### src/rtl/instruction_memory_loader_pkg.sv
// Shared types and constants for the boot-time instruction memory loader.
// No logic; no latency; no backpressure.
package loader_pkg;

    typedef enum logic [2:0] {
        IDLE,
        LEN_LO,
        LEN_HI,
        DATA,
        FINISH,
        DONE,
        ERROR
    } loader_state_t;

    localparam int HEADER_BYTES   = 2;
    localparam int BYTES_PER_WORD = 4;

    // States in which the loader takes bytes from the stream.
    function automatic logic isAccepting(input loader_state_t s);
        return (s == LEN_LO) || (s == LEN_HI) || (s == DATA);
    endfunction

endpackage

### src/rtl/instruction_memory_loader_word_assembler.sv
// Packs little-endian stream bytes into a 32-bit word.
// Latency: word/wordComplete are combinational on the accepting 4th byte.
// Backpressure: none; the caller qualifies every byte with accept.
module word_assembler
    import loader_pkg::*;
(
    input  logic        clock,
    input  logic        reset,
    input  logic [1:0]  laneIndex,
    input  logic [7:0]  byteIn,
    input  logic        accept,
    input  logic        clear,
    output logic [31:0] word,
    output logic        wordComplete
);

    localparam logic [1:0] LAST_LANE = 2'(BYTES_PER_WORD - 1);

    logic [23:0] lowBytes;

    // The top byte is never stored: the word is consumed on the edge it arrives.
    assign word         = {byteIn, lowBytes};
    assign wordComplete = accept && (laneIndex == LAST_LANE);

    always_ff @(posedge clock) begin
        if (reset || clear) begin
            lowBytes <= '0;
        end else if (accept) begin
            case (laneIndex)
                2'd0:    lowBytes[7:0]   <= byteIn;
                2'd1:    lowBytes[15:8]  <= byteIn;
                2'd2:    lowBytes[23:16] <= byteIn;
                default: lowBytes        <= lowBytes;
            endcase
        end
    end

endmodule

### src/rtl/instruction_memory_loader.sv
// Streams a length-prefixed program into instruction memory and holds the core in reset.
// Latency: write strobe one cycle after a word's 4th byte; core released one cycle after the strobe of word N.
// Backpressure: byteReady high only in LEN_LO/LEN_HI/DATA, decoded from registered state.
module instruction_memory_loader
    import loader_pkg::*;
#(
    parameter int ADDRESS_WIDTH = 10
) (
    input  logic                     clock,
    input  logic                     reset,
    input  logic                     start,
    input  logic                     byteValid,
    input  logic [7:0]               byteData,
    output logic                     byteReady,
    output logic                     instrWriteEnable,
    output logic [31:0]              instrWriteAddress,
    output logic [31:0]              instrWriteData,
    output logic                     coreReset,
    output logic                     loadDone,
    output logic                     loadError,
    output logic [ADDRESS_WIDTH:0]   wordsLoaded
);

    localparam logic [31:0] CAPACITY = 32'd1 << ADDRESS_WIDTH;

    loader_state_t state;
    logic [7:0]    lengthLo;
    logic [15:0]   wordLength;
    logic [1:0]    byteIndex;
    logic          handshake;
    logic          startAccepted;
    logic          wordComplete;
    logic          lastWord;
    logic [31:0]   assembledWord;
    logic [15:0]   headerLength;

    assign byteReady     = isAccepting(state);
    assign handshake     = byteValid && byteReady;
    assign startAccepted = start && ((state == IDLE) || (state == DONE) || (state == ERROR));
    assign headerLength  = {byteData, lengthLo};
    assign lastWord      = (32'(wordsLoaded) + 32'd1) == 32'(wordLength);

    word_assembler assembler (
        .clock        (clock),
        .reset        (reset),
        .laneIndex    (byteIndex),
        .byteIn       (byteData),
        .accept       (handshake && (state == DATA)),
        .clear        (startAccepted),
        .word         (assembledWord),
        .wordComplete (wordComplete)
    );

    always_ff @(posedge clock) begin
        if (reset) begin
            state             <= IDLE;
            lengthLo          <= '0;
            wordLength        <= '0;
            byteIndex         <= '0;
            instrWriteEnable  <= 1'b0;
            instrWriteAddress <= '0;
            instrWriteData    <= '0;
            coreReset         <= 1'b1;
            loadDone          <= 1'b0;
            loadError         <= 1'b0;
            wordsLoaded       <= '0;
        end else begin
            instrWriteEnable <= 1'b0;
            case (state)
                IDLE, DONE, ERROR: begin
                    if (startAccepted) begin
                        state       <= LEN_LO;
                        wordsLoaded <= '0;
                        byteIndex   <= '0;
                        loadDone    <= 1'b0;
                        loadError   <= 1'b0;
                        coreReset   <= 1'b1;
                    end
                end
                LEN_LO: begin
                    if (handshake) begin
                        lengthLo <= byteData;
                        state    <= LEN_HI;
                    end
                end
                LEN_HI: begin
                    if (handshake) begin
                        wordLength <= headerLength;
                        if (headerLength == 16'd0) begin
                            state     <= DONE;
                            coreReset <= 1'b0;
                            loadDone  <= 1'b1;
                        end else if ({16'd0, headerLength} > CAPACITY) begin
                            state     <= ERROR;
                            loadError <= 1'b1;
                        end else begin
                            state <= DATA;
                        end
                    end
                end
                DATA: begin
                    if (handshake) begin
                        byteIndex <= byteIndex + 2'd1;
                        if (wordComplete) begin
                            // Index is below capacity here, so the address stays in range.
                            instrWriteData    <= assembledWord;
                            instrWriteAddress <= 32'({wordsLoaded[ADDRESS_WIDTH-1:0], 2'b00});
                            instrWriteEnable  <= 1'b1;
                            wordsLoaded       <= wordsLoaded + 1'b1;
                            if (lastWord) begin
                                state <= FINISH;
                            end
                        end
                    end
                end
                FINISH: begin
                    state     <= DONE;
                    coreReset <= 1'b0;
                    loadDone  <= 1'b1;
                end
                default: begin
                    state <= IDLE;
                end
            endcase
        end
    end

endmodule

### config.mk
export PLATFORM = sky130hd
export DESIGN_NAME = instruction_memory_loader
export DESIGN_NICKNAME = d
export VERILOG_FILES = /design/src/rtl/instruction_memory_loader_pkg.sv /design/src/rtl/instruction_memory_loader_word_assembler.sv /design/src/rtl/instruction_memory_loader.sv
export SDC_FILE = /design/constraint.sdc
export NUM_CORES = 1
export LEC_CHECK = 0
export CORE_ASPECT_RATIO = 1.4
export CORE_MARGIN = 4
export CORE_UTILIZATION = 30
export CTS_CLUSTER_DIAMETER = 60
export DETAILED_ROUTE_END_ITERATION = 8
export SYNTH_ARGS = -nofsm -noshare
export SYNTH_HDL_FRONTEND = slang
export SYNTH_SLANG_ARGS = --single-unit
### constraint.sdc
create_clock -name clock -period 1.9 [get_ports clock]
set_clock_uncertainty 0.15 [all_clocks]
set_input_delay 0.57 -clock clock [delete_from_list [all_inputs] [get_ports clock]]
set_output_delay 0.57 -clock clock [all_outputs]
set_load 0.01 [all_outputs]
==> summary.md <==
| Metric | Value |
|---|---|
| Die Outline Area | `0.0185 mm2` |
| Antenna diodes | `0` |
| Number of cells in the finished layout apart from fillers | `945` |
| CTS buffer count | `9` |
| Via count of the first global-routing pass | `4532` |
| Number of buffers added on ports | `69` |
| WS Path Type | `register to register` |
| Count of clock tree sinks | `110` |
| Clock tree buffer depth | `2` |
| CTS Root Buffer Type | `clkbuf_16` |
| Global placement routability congestion | `0.840` |
| Average wire per standard cell | `14.9 um` |
| Area delta synth->final | `35.5%` |
| Clock insertion delay at the later pin of the skew report | `0.35 ns` |
| Critical path required time | `1.98 ns` |
| Signal arrival time at the worst endpoint | `1.98 ns` |
| Hold Path Class | `register to register` |
| Number of cells on the worst reg-to-reg path | `7` |
| Launch point of the worst hold path | `instrWriteData[24]` |
| Number of remaining DRC errors | `0` |
| Total GRT Usage | `15.6%` |
| R2R Setup Slk | `-0.002 ns` |
| Die Width | `116 um` |
| FF-to-FF Start | `wordsLoaded[3]` |
| Clock slew at reported path FFs | `0.08 ns` |
| CTS tree | `done` |
| Antenna violations before repair | `0` |
| Most instantiated flip-flop cell in the synthesis netlist | `dfxtp_1` |
| PwrDens | `793 mW/mm2` |
| Status | `complete, but fails checks` |
| Most frequent standard cell in the layout excluding fill and tap cells | `nand2_1` |
| Period utilization | `100%` |
| Global-route wire length before repair | `23.1 mm` |
| Pre-CTS worst setup slack | `-0.751 ns` |
| Post-layout power | `5.26 mW` |
| Worst setup SP type | `register` |
| Number of violations reported at the end of detailed-routing iteration 0 | `264` |
| Total count of hold-check failures in the final report | `0` |
| Critical R2R Capture | `state[1]` |
| Register area share after synthesis | `45.0%` |
| Setup WS post-layout | `-0.00154 ns` |
| Syn Area/Cell | `7.78 um2` |
| Worst-case vdd ir drop | `0.434 mV` |
| Pin count of the biggest net entering global routing | `42` |
| Maximum fanout along the worst path | `6` |
| Detail Route Antenna Nets | `0` |
| Die span in y | `159 um` |
| Final Max Slew Viols | `0` |
| Number of register bits inferred by synthesis | `110` |
| Gr ovfl total | `0` |
| Share of final-layout standard cells stronger than drive strength 1 | `20.1%` |
| Number of cells produced by synthesis | `629` |
| Nets | `758` |
| Number of standard-cell rows in the floorplan | `55` |
| Unrepaired setup endpoints after global routing | `yes` |
| Final wirelength | `14.1 mm` |
| Detail-routed via count per cell | `4.75` |
| Final critical path time including I/O delays and setup | `1.90 ns` |
| Number of enable-type register cells in the synthesized netlist | `0` |
| Mapped Area | `0.00489 mm2` |
| Worst hold path cell count | `2` |
| Number of iterations in the first detailed-routing pass | `4` |
| Yosys warning count | `0` |
| Failing checks | `setup timing` |
| Leakage component of the power | `2.65 nW` |
| Number of maximum-capacitance constraint violations | `0` |
| Effective utilization at floorplan | `30.4%` |
| Fin Setup TNS | `-0.00154 ns` |
| # IOs | `92` |
| Count of filler cells inserted in the layout | `1675` |
| Cell count after placement | `926` |
| Highest-count cells in the layout ignoring fill and taps | `168 x nand2_1, 110 x a21oi_1, 99 x dfxtp_1` |
| Highest clock frequency the design can meet | `0.526 GHz` |
| Count of final setup violators | `1` |
| Number of H-tree levels | `3` |
| Area of the core region | `0.0161 mm2` |
| Hold Crit Endpoint | `instrWriteData[24]` |
| Type of element capturing the critical path | `register` |
| Share of flip-flops with an asynchronous set or reset after synthesis | `0%` |
| Post-detail-place hpwl | `10.2 mm` |
| Distinct cell type count of the synthesized netlist | `50` |
| Vias | `4489` |
==> stage by stage <==
stage,util (%),hold slack [ns],cell area [um2]
after floorplan,-,0.282,5000
after detailed placement,38.2,0.297,6150
final,41.2,0.302,6630
after global routing,41.2,0.321,6630
after global placement,38.2,0.291,6150
after CTS,40.4,0.304,6510
==> worst max-delay path: stages, from the launching register on <==
cell     delay, ns
dfxtp_4       0.37
buf_6         0.14
xnor2_4       0.19
xnor2_2       0.14
nand4_1       0.14
nor4_4        0.36
a21o_2        0.20
a31oi_2       0.08
==> cell type report <==
cell class	count	area [um2]	share of cell area, %
multi-input combinational	464	2540	38.3
inverter	6	22.5	0.340
sequential	110	2220	33.5
tap	199	249	3.75
timing repair buffer	150	1290	19.4
clock buffer	10	229	3.45
clock inverter	6	80.1	1.21
==> synth_stat cells (4+ instances only) <==
master	count	area [um2]
buf_2	8	40.0
nor4_1	4	25.0
nor3_1	5	25.0
nand3b_1	4	30.0
and3_1	5	31.3
nand3_1	32	160
o21ai_0	15	75.1
nand4_1	4	25.0
xnor2_1	12	105
nand2_1	171	642
inv_1	6	22.5
dfxtp_1	110	2200
buf_4	29	218
xor2_1	7	61.3
a21oi_1	112	561
clkbuf_1	29	109
ha_1	5	62.6
nor2_1	20	75.1
==> timing repair <==
item                                    in CTS  in global routing
setup buffers                                1                  1
gates cloned                                 1                  0
endpoints found under the setup margin     120                 15
gates resized for setup                    107                 34
pin swaps                                   10                 15
hold buffers                                 0                  0
==> kinds of logic (layout without fill, tap and decap cells) <==
kind of cell | Yosys count | count (layout) | share of synthesized area (%)
adders and majority gates | 5 | 5 | 1.28
muxes | 2 | 2 | 0.435
DFF | 110 | 110 | 45.0
and+or+nand+nor | 270 | 270 | 24.9
AOI/OAI and AO/OA | 146 | 146 | 16.1
xor gates and xnor gates | 19 | 19 | 3.40
other | 1 | 22 | 0.0766
buffers and inverters | 76 | 172 | 8.87
==> worst max path at each step <==
stage	startpoint	to	slack (ns)	depth (start not counted)
final	wordsLoaded[3]	state[1]	-0.002	7
after global routing	wordsLoaded[0]	state[0]	-0.08	8
after CTS	lengthLo[1]	loadDone	-0.03	6
after detailed placement	byteData[0]	state[2]	-0.75	8
after global placement	byteData[0]	loadDone	-0.75	7
after floorplan	byteData[0]	loadDone	-0.07	6
==> state kept, by name (all words and copies together), names as in the netlist <==
name                flops
coreReset               1
instrWriteAddress      10
byteIndex               2
lengthLo                8
wordsLoaded            11
instrWriteData         32
instrWriteEnable        1
loadError               1
wordLength             16
assembler.lowBytes     24
state                   3
loadDone                1
==> metal layers <==
layer / GRT usage [%] / part of all wire (%) / up-vias
met2: 26.8 / 51 / 98
li1: - / - / 2286
met5: 0 / 0 / -
met4: 5.28 / 2.4 / 0
met3: 3.19 / 3.7 / 22
met1: 19.2 / 43 / 2083
==> report_power, final <==
part	switching (mW)	leakage, nW	internal, mW
clock	0.926	0.152	1.05
combinational	0.505	1.60	0.381
sequential	0.0431	0.893	2.35
total	1.47	2.65	3.78
(Power assumes the default switching activity.)
